--- src/rtl/stream_demux_1to2_pkg.sv ---
// Shared definitions for the 1-to-2 stream demultiplexer: datapath width and FSM encoding.
package stream_demux_1to2_pkg;

  localparam int INTERNAL_BITS = 32;

  localparam logic ST_IDLE  = 1'b0;
  localparam logic ST_BURST = 1'b1;

endpackage

--- src/rtl/stream_demux_1to2_out_slice.sv ---
// One-entry registered output slice; valid and data are flop-driven toward the consumer.
module stream_demux_1to2_out_slice #(
  parameter int DATA_W = 32
) (
  input  logic              clk,
  input  logic              rst_n,
  input  logic              load,
  input  logic [DATA_W-1:0] din,
  output logic              valid,
  output logic [DATA_W-1:0] dout,
  input  logic              ready,
  output logic              full
);

  logic              vld_p0;
  logic [DATA_W-1:0] data_p0;

  // stage p0: load has priority over drain so a simultaneous load/drain keeps the slot full
  always_ff @(posedge clk or negedge rst_n) begin
    if (!rst_n) begin
      vld_p0  <= 1'b0;
      data_p0 <= '0;
    end else begin
      if (load) begin
        vld_p0  <= 1'b1;
        data_p0 <= din;
      end else if (vld_p0 && ready) begin
        vld_p0 <= 1'b0;
      end
    end
  end

  assign valid = vld_p0;
  assign dout  = data_p0;
  assign full  = vld_p0;

endmodule

--- src/rtl/stream_demux_1to2.sv ---
// 1-to-2 valid/ready demultiplexer; the target output is chosen once per burst of cfg_len+1 beats.
module stream_demux_1to2
  import stream_demux_1to2_pkg::*;
#(
  parameter int DATA_W  = INTERNAL_BITS,
  parameter int BURST_W = 8
) (
  input  logic               clk,
  input  logic               rst_n,
  input  logic               cfg_sel,
  input  logic [BURST_W-1:0] cfg_len,
  input  logic               in_valid,
  input  logic [DATA_W-1:0]  in_data,
  output logic               in_ready,
  output logic               out0_valid,
  output logic [DATA_W-1:0]  out0_data,
  input  logic               out0_ready,
  output logic               out1_valid,
  output logic [DATA_W-1:0]  out1_data,
  input  logic               out1_ready,
  output logic               busy,
  output logic               burst_done
);

  logic               state;
  logic [BURST_W-1:0] cnt;
  logic [BURST_W-1:0] len_q;
  logic               sel_q;
  logic               done_p0;

  logic eff_sel;
  logic full0;
  logic full1;
  logic sel_full;
  logic sel_ready;
  logic accept;
  logic last_beat;
  logic load0;
  logic load1;

  // cfg is only honoured while no burst is open; mid-burst the latched target wins
  assign eff_sel   = (state == ST_IDLE) ? cfg_sel : sel_q;
  assign sel_full  = eff_sel ? full1 : full0;
  assign sel_ready = eff_sel ? out1_ready : out0_ready;
  assign in_ready  = rst_n & (~sel_full | sel_ready);
  assign accept    = in_valid & in_ready;
  assign last_beat = (state == ST_IDLE) ? (cfg_len == '0) : (cnt == len_q);
  assign load0     = accept & ~eff_sel;
  assign load1     = accept &  eff_sel;

  // stage p0: burst control and completion pulse
  always_ff @(posedge clk or negedge rst_n) begin
    if (!rst_n) begin
      state   <= ST_IDLE;
      cnt     <= '0;
      sel_q   <= 1'b0;
      len_q   <= '0;
      done_p0 <= 1'b0;
    end else begin
      done_p0 <= accept & last_beat;
      if (accept) begin
        if (state == ST_IDLE) begin
          sel_q <= cfg_sel;
          len_q <= cfg_len;
          if (cfg_len != '0) begin
            cnt   <= BURST_W'(1);
            state <= ST_BURST;
          end
        end else begin
          if (cnt == len_q) begin
            cnt   <= '0;
            state <= ST_IDLE;
          end else begin
            cnt <= cnt + BURST_W'(1);
          end
        end
      end
    end
  end

  assign busy       = (state == ST_BURST);
  assign burst_done = done_p0;

  stream_demux_1to2_out_slice #(.DATA_W(DATA_W)) u_slice0 (
    .clk   (clk),
    .rst_n (rst_n),
    .load  (load0),
    .din   (in_data),
    .valid (out0_valid),
    .dout  (out0_data),
    .ready (out0_ready),
    .full  (full0)
  );

  stream_demux_1to2_out_slice #(.DATA_W(DATA_W)) u_slice1 (
    .clk   (clk),
    .rst_n (rst_n),
    .load  (load1),
    .din   (in_data),
    .valid (out1_valid),
    .dout  (out1_data),
    .ready (out1_ready),
    .full  (full1)
  );

endmodule

--- config.mk ---
export PLATFORM = sky130hd
export DESIGN_NAME = stream_demux_1to2
export DESIGN_NICKNAME = d
export VERILOG_FILES = /design/src/rtl/stream_demux_1to2_pkg.sv /design/src/rtl/stream_demux_1to2_out_slice.sv /design/src/rtl/stream_demux_1to2.sv
export SDC_FILE = /design/constraint.sdc
export NUM_CORES = 1
export LEC_CHECK = 0
export CAP_MARGIN = 5
export CORE_MARGIN = 2
export CORE_UTILIZATION = 41
export DETAILED_ROUTE_END_ITERATION = 6
export GPL_TIMING_DRIVEN = 0
export PLACE_DENSITY = 0.76
export RECOVER_POWER = 100
export SLEW_MARGIN = 0
export SYNTH_ARGS = -nofsm -noshare
export SYNTH_HDL_FRONTEND = slang
export SYNTH_SLANG_ARGS = --single-unit
--- constraint.sdc ---
create_clock -name clk -period 1.8 [get_ports clk]
set_input_delay 0.18 -clock clk [delete_from_list [all_inputs] [get_ports clk]]
set_output_delay 0.18 -clock clk [all_outputs]
set_load 0.01 [all_outputs]
Word level (Yosys, flattened, before mapping)
Index checks and enable logic that the tools add are counted.
W data, S select, Z words.

storage, ports and cells
  output and inout port bits = 69
  logic and storage cells = 43
  flip-flop bits (word level) = 85
  input bits = 46

operators by class
  add/subtract/negate cells = 1
  reductions and logical operators = 9
  eq/ne operators = 1
  bitwise gates (word level) = 9
  multiplexer cells = 14

operator list
  kind                   count
  $mux W8                3
  $mux W1                11
  $add A8 B1 Y8 const B  1
  $eq A8 B8 Y1           1
  $logic_not A8 Y1       1
  $reduce_bool A8 Y1     1
  $reduce_bool A2 Y1     3
  $and A1 B1 Y1          5
  $reduce_and A2 Y1      2
  $not A1 Y1             3
  $logic_and A1 B1 Y1    2
  $or A1 B1 Y1           1

Logic depth before layout (Yosys ltp)
Gate-level depths: netlist (run 1).

  depth in word-level cells = 8
  gate-level depth with buffers = 7
  depth with buffers taken out = 5

Cells and area by module
From an unflattened synthesis (run 1), not the netlist that was laid out.

unflattened totals
  cell total of the unflattened synthesis = 246
  area total of the unflattened synthesis = 3,868.7 µm²

by module, submodules not included
  module                       cells each  sequential area each (µm²)  instances  area an instance (µm²)
  stream_demux_1to2_out_slice  72          825.8                       2          1,385.1
  stream_demux_1to2            102         475.5                       1          1,098.6

Worst setup path before layout (run 1)
OpenSTA, ideal clock, no wires.

  path kind = flip-flop to flip-flop
  from = register state, in the netlist busy
  to = register len_q[0]
  period minus slack after synthesis = 1.860 ns
  setup time = 0.125 ns
  slack = -0.060 ns
  stages on the path, launching flop included = 7
  data arrival time = 1.735 ns
  path buffers = 1
  required time = 1.675 ns
  cell sequence = dfrtp_1 -> mux2i_1 -> and3b_1 -> buf_4 -> nor2_2 -> nor2_4 -> mux2_2

between the ends
  word-level cells in the longest chain between the ends = 7
  elaborated cells between the ends (all ways) = 9
  those cells by class = mux (3); bitwise (5); reduce/logical (1)

ends and longest elaborated chain
  item                           RTL line                 RTL
  from (decl)                    stream_demux_1to2.sv:25  logic state;
  from (signal assigned)         stream_demux_1to2.sv:54  state <= ST_IDLE;
  from (signal assigned)         stream_demux_1to2.sv:67  state <= ST_BURST;
  from (signal assigned)         stream_demux_1to2.sv:72  state <= ST_IDLE;
  $mux W1                        -
  $mux W1                        stream_demux_1to2.sv:43  assign sel_full = eff_sel ? full1 : full0;
  $not A1 Y1                     stream_demux_1to2.sv:45  assign in_ready = rst_n & (~sel_full | sel_ready);
  $or A1 B1 Y1                   stream_demux_1to2.sv:45
  $and A1 B1 Y1                  stream_demux_1to2.sv:45
  $and A1 B1 Y1                  stream_demux_1to2.sv:46  assign accept = in_valid & in_ready;
  $reduce_and A2 Y1 (no line) *  -
  to (signal assigned)           stream_demux_1to2.sv:64  len_q <= cfg_len;
  to (decl)                      stream_demux_1to2.sv:27  logic [BURST_W-1:0] len_q;

Mark *: on every way between the ends. The rest lies on a longest branch, timed or not.
A chain may end at the register's enable or synchronous reset.

Worst setup path after layout (run 1)
  from = register state, in the netlist busy
  to = register len_q[4]

The elaborated chain is that of the path after synthesis.

==> results.md, run 1 <==
- Status: finished, final reports clean
- Port bufs: 114
- Multi-input gate area: 1360 um2
- Ys async rst share: 100%
- Setup CP Type: reg2reg
- First-pass GRT wire length: 12700 um
- Ant diodes: 0
- Slew margin rel.: 31.1%
- Met3 usage in global routing: 6.50%
- Syn-to-layout area delta: 47.5%
- Synth Flop Type: dfrtp_1
- Die Width: 96.2 um
- Worst-case clock buffer depth: 2
- Cell repeated most along the worst path: nor2_4
- Num CTS Buffers: 9
- Max IR drop VDD: 0.864 mV
- Seq cells post-synth: 85
- Via density: 5.04
- Final ANT Viol Nets: 0
- Highest clock rate: 565 MHz
- Core box area: 8220 um2
- CP endpoint kind: flop
- Min Tclk post-route: 1.77 ns
- Met1 GRT Util: 21.8%
- Starting density of the core: 42.4%
- Final net count: 425
- Clock transition at path regs: 0.08 ns
- EDFF count, synth: 0
- Drt total wl: 7930 um
- Syn_area_per_cell: 14.5 um2
- RSZ-0062 raised after global routing: true
- Syn nets: 288
- Max cap viols: 0
- Die Ht: 96.2 um
- Critical path required time: 2.03 ns
- GR Layer Usage met2: 30.8%
- Cell row count: 33
- Share of cells above drive strength 1: 31.0%
- Initial antenna violation count: 0
- Netlist Area Pre-Place: 3480 um2
- Fin crit share: 98.4%
- Sink Count: 85
- GRT Total Usage: 18.3%
- Routed len/inst: 16.3 um
- Initial DRT Pass Iterations: 4
- P per Cell Area: 1660 nW/um2
- Largest net degree at the start of global routing: 47
- Actual slew at the worst max-slew pin: 1.03 ns
- Mapped Cells: 241
- Initial drt markers: 85
- CTS H-Tree Depth: 3
- Syn. warnings: 0
- Crit-path cells: mux2i_4 > and3b_1 > buf_6 > nor2_4 > nor2_4 > buf_12 > mux2_4
- Final worst setup slack: 0.0290 ns
- Clk_lat worst skew: 0.35 ns
- Design Power: 8.52 mW
- DPL Wire Length: 5600 um
- FF+latch area: 2130 um2
- Root Buffer: clkbuf_8
- TritonCTS clock tree: yes
- FILL cells: 673
- Routability cong.: 0.860
- Io pins: 115
- Via Count: 2449
- Sequential fraction of the synthesis area: 61.1%
- Hold Path Class: in2reg
- Place WS: -0.375 ns
- Worst Path Max Fanout: 8
- Final Setup Violations: 0
- Grt peak-use layer: met2
- Clk_skew: 0.00906 ns
- Most common cell after layout, fill and taps aside: dfrtp_1
- Die area: 9250 um2
- Element type at the critical path start: flop
- Leak: 2.21 nW
- Drc violations: 0
- GRT overflow: 0
- Critical path arrival: 2.00 ns
- Placed instance count: 461
- Number of distinct library cells after synthesis: 36
- CP max stage delay: 0.44 ns
- Vias in the first global route: 2581
- Most frequent cells in the layout: dfrtp_1, dlygate4sd3_1, mux2_2, clkdlybuf4s50_1, buf_4
- Final Instance Count excl. Fillers: 486
- Final hold viol count: 0
- Slowest-stage cell, CP: dfrtp_2
- Slew Viols, Final: 0
[report_power, final]
part	leakage (nW)	total (mW)	internal (mW)	switching [mW]
Combinational	1.09	3.76	2.22	1.54
Sequential	1.02	3.34	2.82	0.523
Clock	0.101	1.41	0.762	0.653
[per-layer routing]
metal / share of wire [%] / wire length (um)
met1: 41 / 3230
met2: 51 / 4030
met3: 7.7 / 607
met4: 0.74 / 59
met5: 0 / 0
[critical path, delay by kind of cell (launching register included)]
family	cells	cell delay [ns]
flip-flops	1	0.44
buffers and inverters	2	0.29
AND/OR/NAND/NOR	3	0.41
multiplexers	2	0.51
[registers in the layout (all words and copies together), names as in the netlist]
signal         flops
busy               1
cnt                8
u_slice1.full      1
u_slice0.dout     32
sel_q              1
u_slice0.full      1
burst_done         1
len_q              8
u_slice1.dout     32
[final cells by class]
type	count	share of cell area [%]
sequential	85	41.4
multi-input combinational	142	26.4
timing repair buffer	127	24.2
tap	105	2.56
clock buffer	9	2.41
clock inverter	5	1.51
buffer	9	1.22
inverter	4	0.292
[repair_timing]
action / 4_1_cts / 5_1_grt
buffers inserted: 6 / 4
pin swaps: 3 / 5
endpoints found under the setup margin: 72 / 50
hold buffers: 2 / 0
endpoints found under the hold margin: 39 / 0
resized for setup: 19 / 9
[stage by stage]
stage	utilization [%]	hold WS, ns	setup TNS (ns)	area (um2)
final	62.5	0.464	0	5140
after global routing	62.5	0.454	-0.167	5140
after floorplan	-	-0.116	-0.0411	3490
after global placement	58.0	0.490	-507.50	4760
after detailed placement	58.3	0.200	-21.79	4790
after CTS	62.6	0.396	0	5140
[kinds of logic (layout without fill, tap and decap cells)]
| logic type | count (synthesis) | count (layout) | synth area share (%) |
|---|---|---|---|
| simple gates | 39 | 39 | 7.18 |
| mux | 73 | 73 | 23.6 |
| xor+xnor | 8 | 8 | 2.01 |
| fa+ha+maj | 1 | 1 | 0.359 |
| compound gates | 21 | 21 | 3.95 |
| buf+inv | 14 | 154 | 1.87 |
| flops | 85 | 85 | 61.1 |
[path summary, 6_finish.rpt]
check,slack (ns),startpoint,end,cells after the start
max in group asynchronous,0.28,rst_n,busy,3
worst max register to register,0.03,busy,len_q[4],7
worst min register to register,0.50,u_slice1.dout[4],u_slice1.dout[4],1
worst max-delay path,0.03,busy,len_q[4],7
min in group asynchronous,0.76,rst_n,u_slice1.dout[28],3
worst min-delay path,0.46,in_data[8],u_slice1.dout[8],2
[synth_stat cells (2+ instances only)]
| cell type | n | area share [%] |
|---|---|---|
| o31ai_1 | 4 | 0.86 |
| mux2_2 | 72 | 23 |
| nand2_1 | 7 | 0.75 |
| nor2_1 | 4 | 0.43 |
| nand3_1 | 7 | 1.0 |
| nand2b_1 | 2 | 0.36 |
| nor2b_1 | 2 | 0.36 |
| inv_1 | 4 | 0.43 |
| a32oi_1 | 3 | 0.75 |
| dfrtp_1 | 85 | 61 |
| o21ai_0 | 6 | 0.86 |
| a21oi_1 | 2 | 0.29 |
| xor2_1 | 8 | 2.0 |
| buf_2 | 7 | 1.0 |
| and2_1 | 3 | 0.54 |
| and3_1 | 2 | 0.36 |
| a211oi_1 | 2 | 0.43 |
| nor4_2 | 2 | 0.72 |
| or2_2 | 2 | 0.36 |
Power figures use the tool's default switching activity.
==> run 2, diff against run 1 <==
Settings changed: ABC_CLOCK_PERIOD_IN_PS set to 1800.
==> results of run 2 <==
Final layout, timing and power as in run 1 (identical DEF).
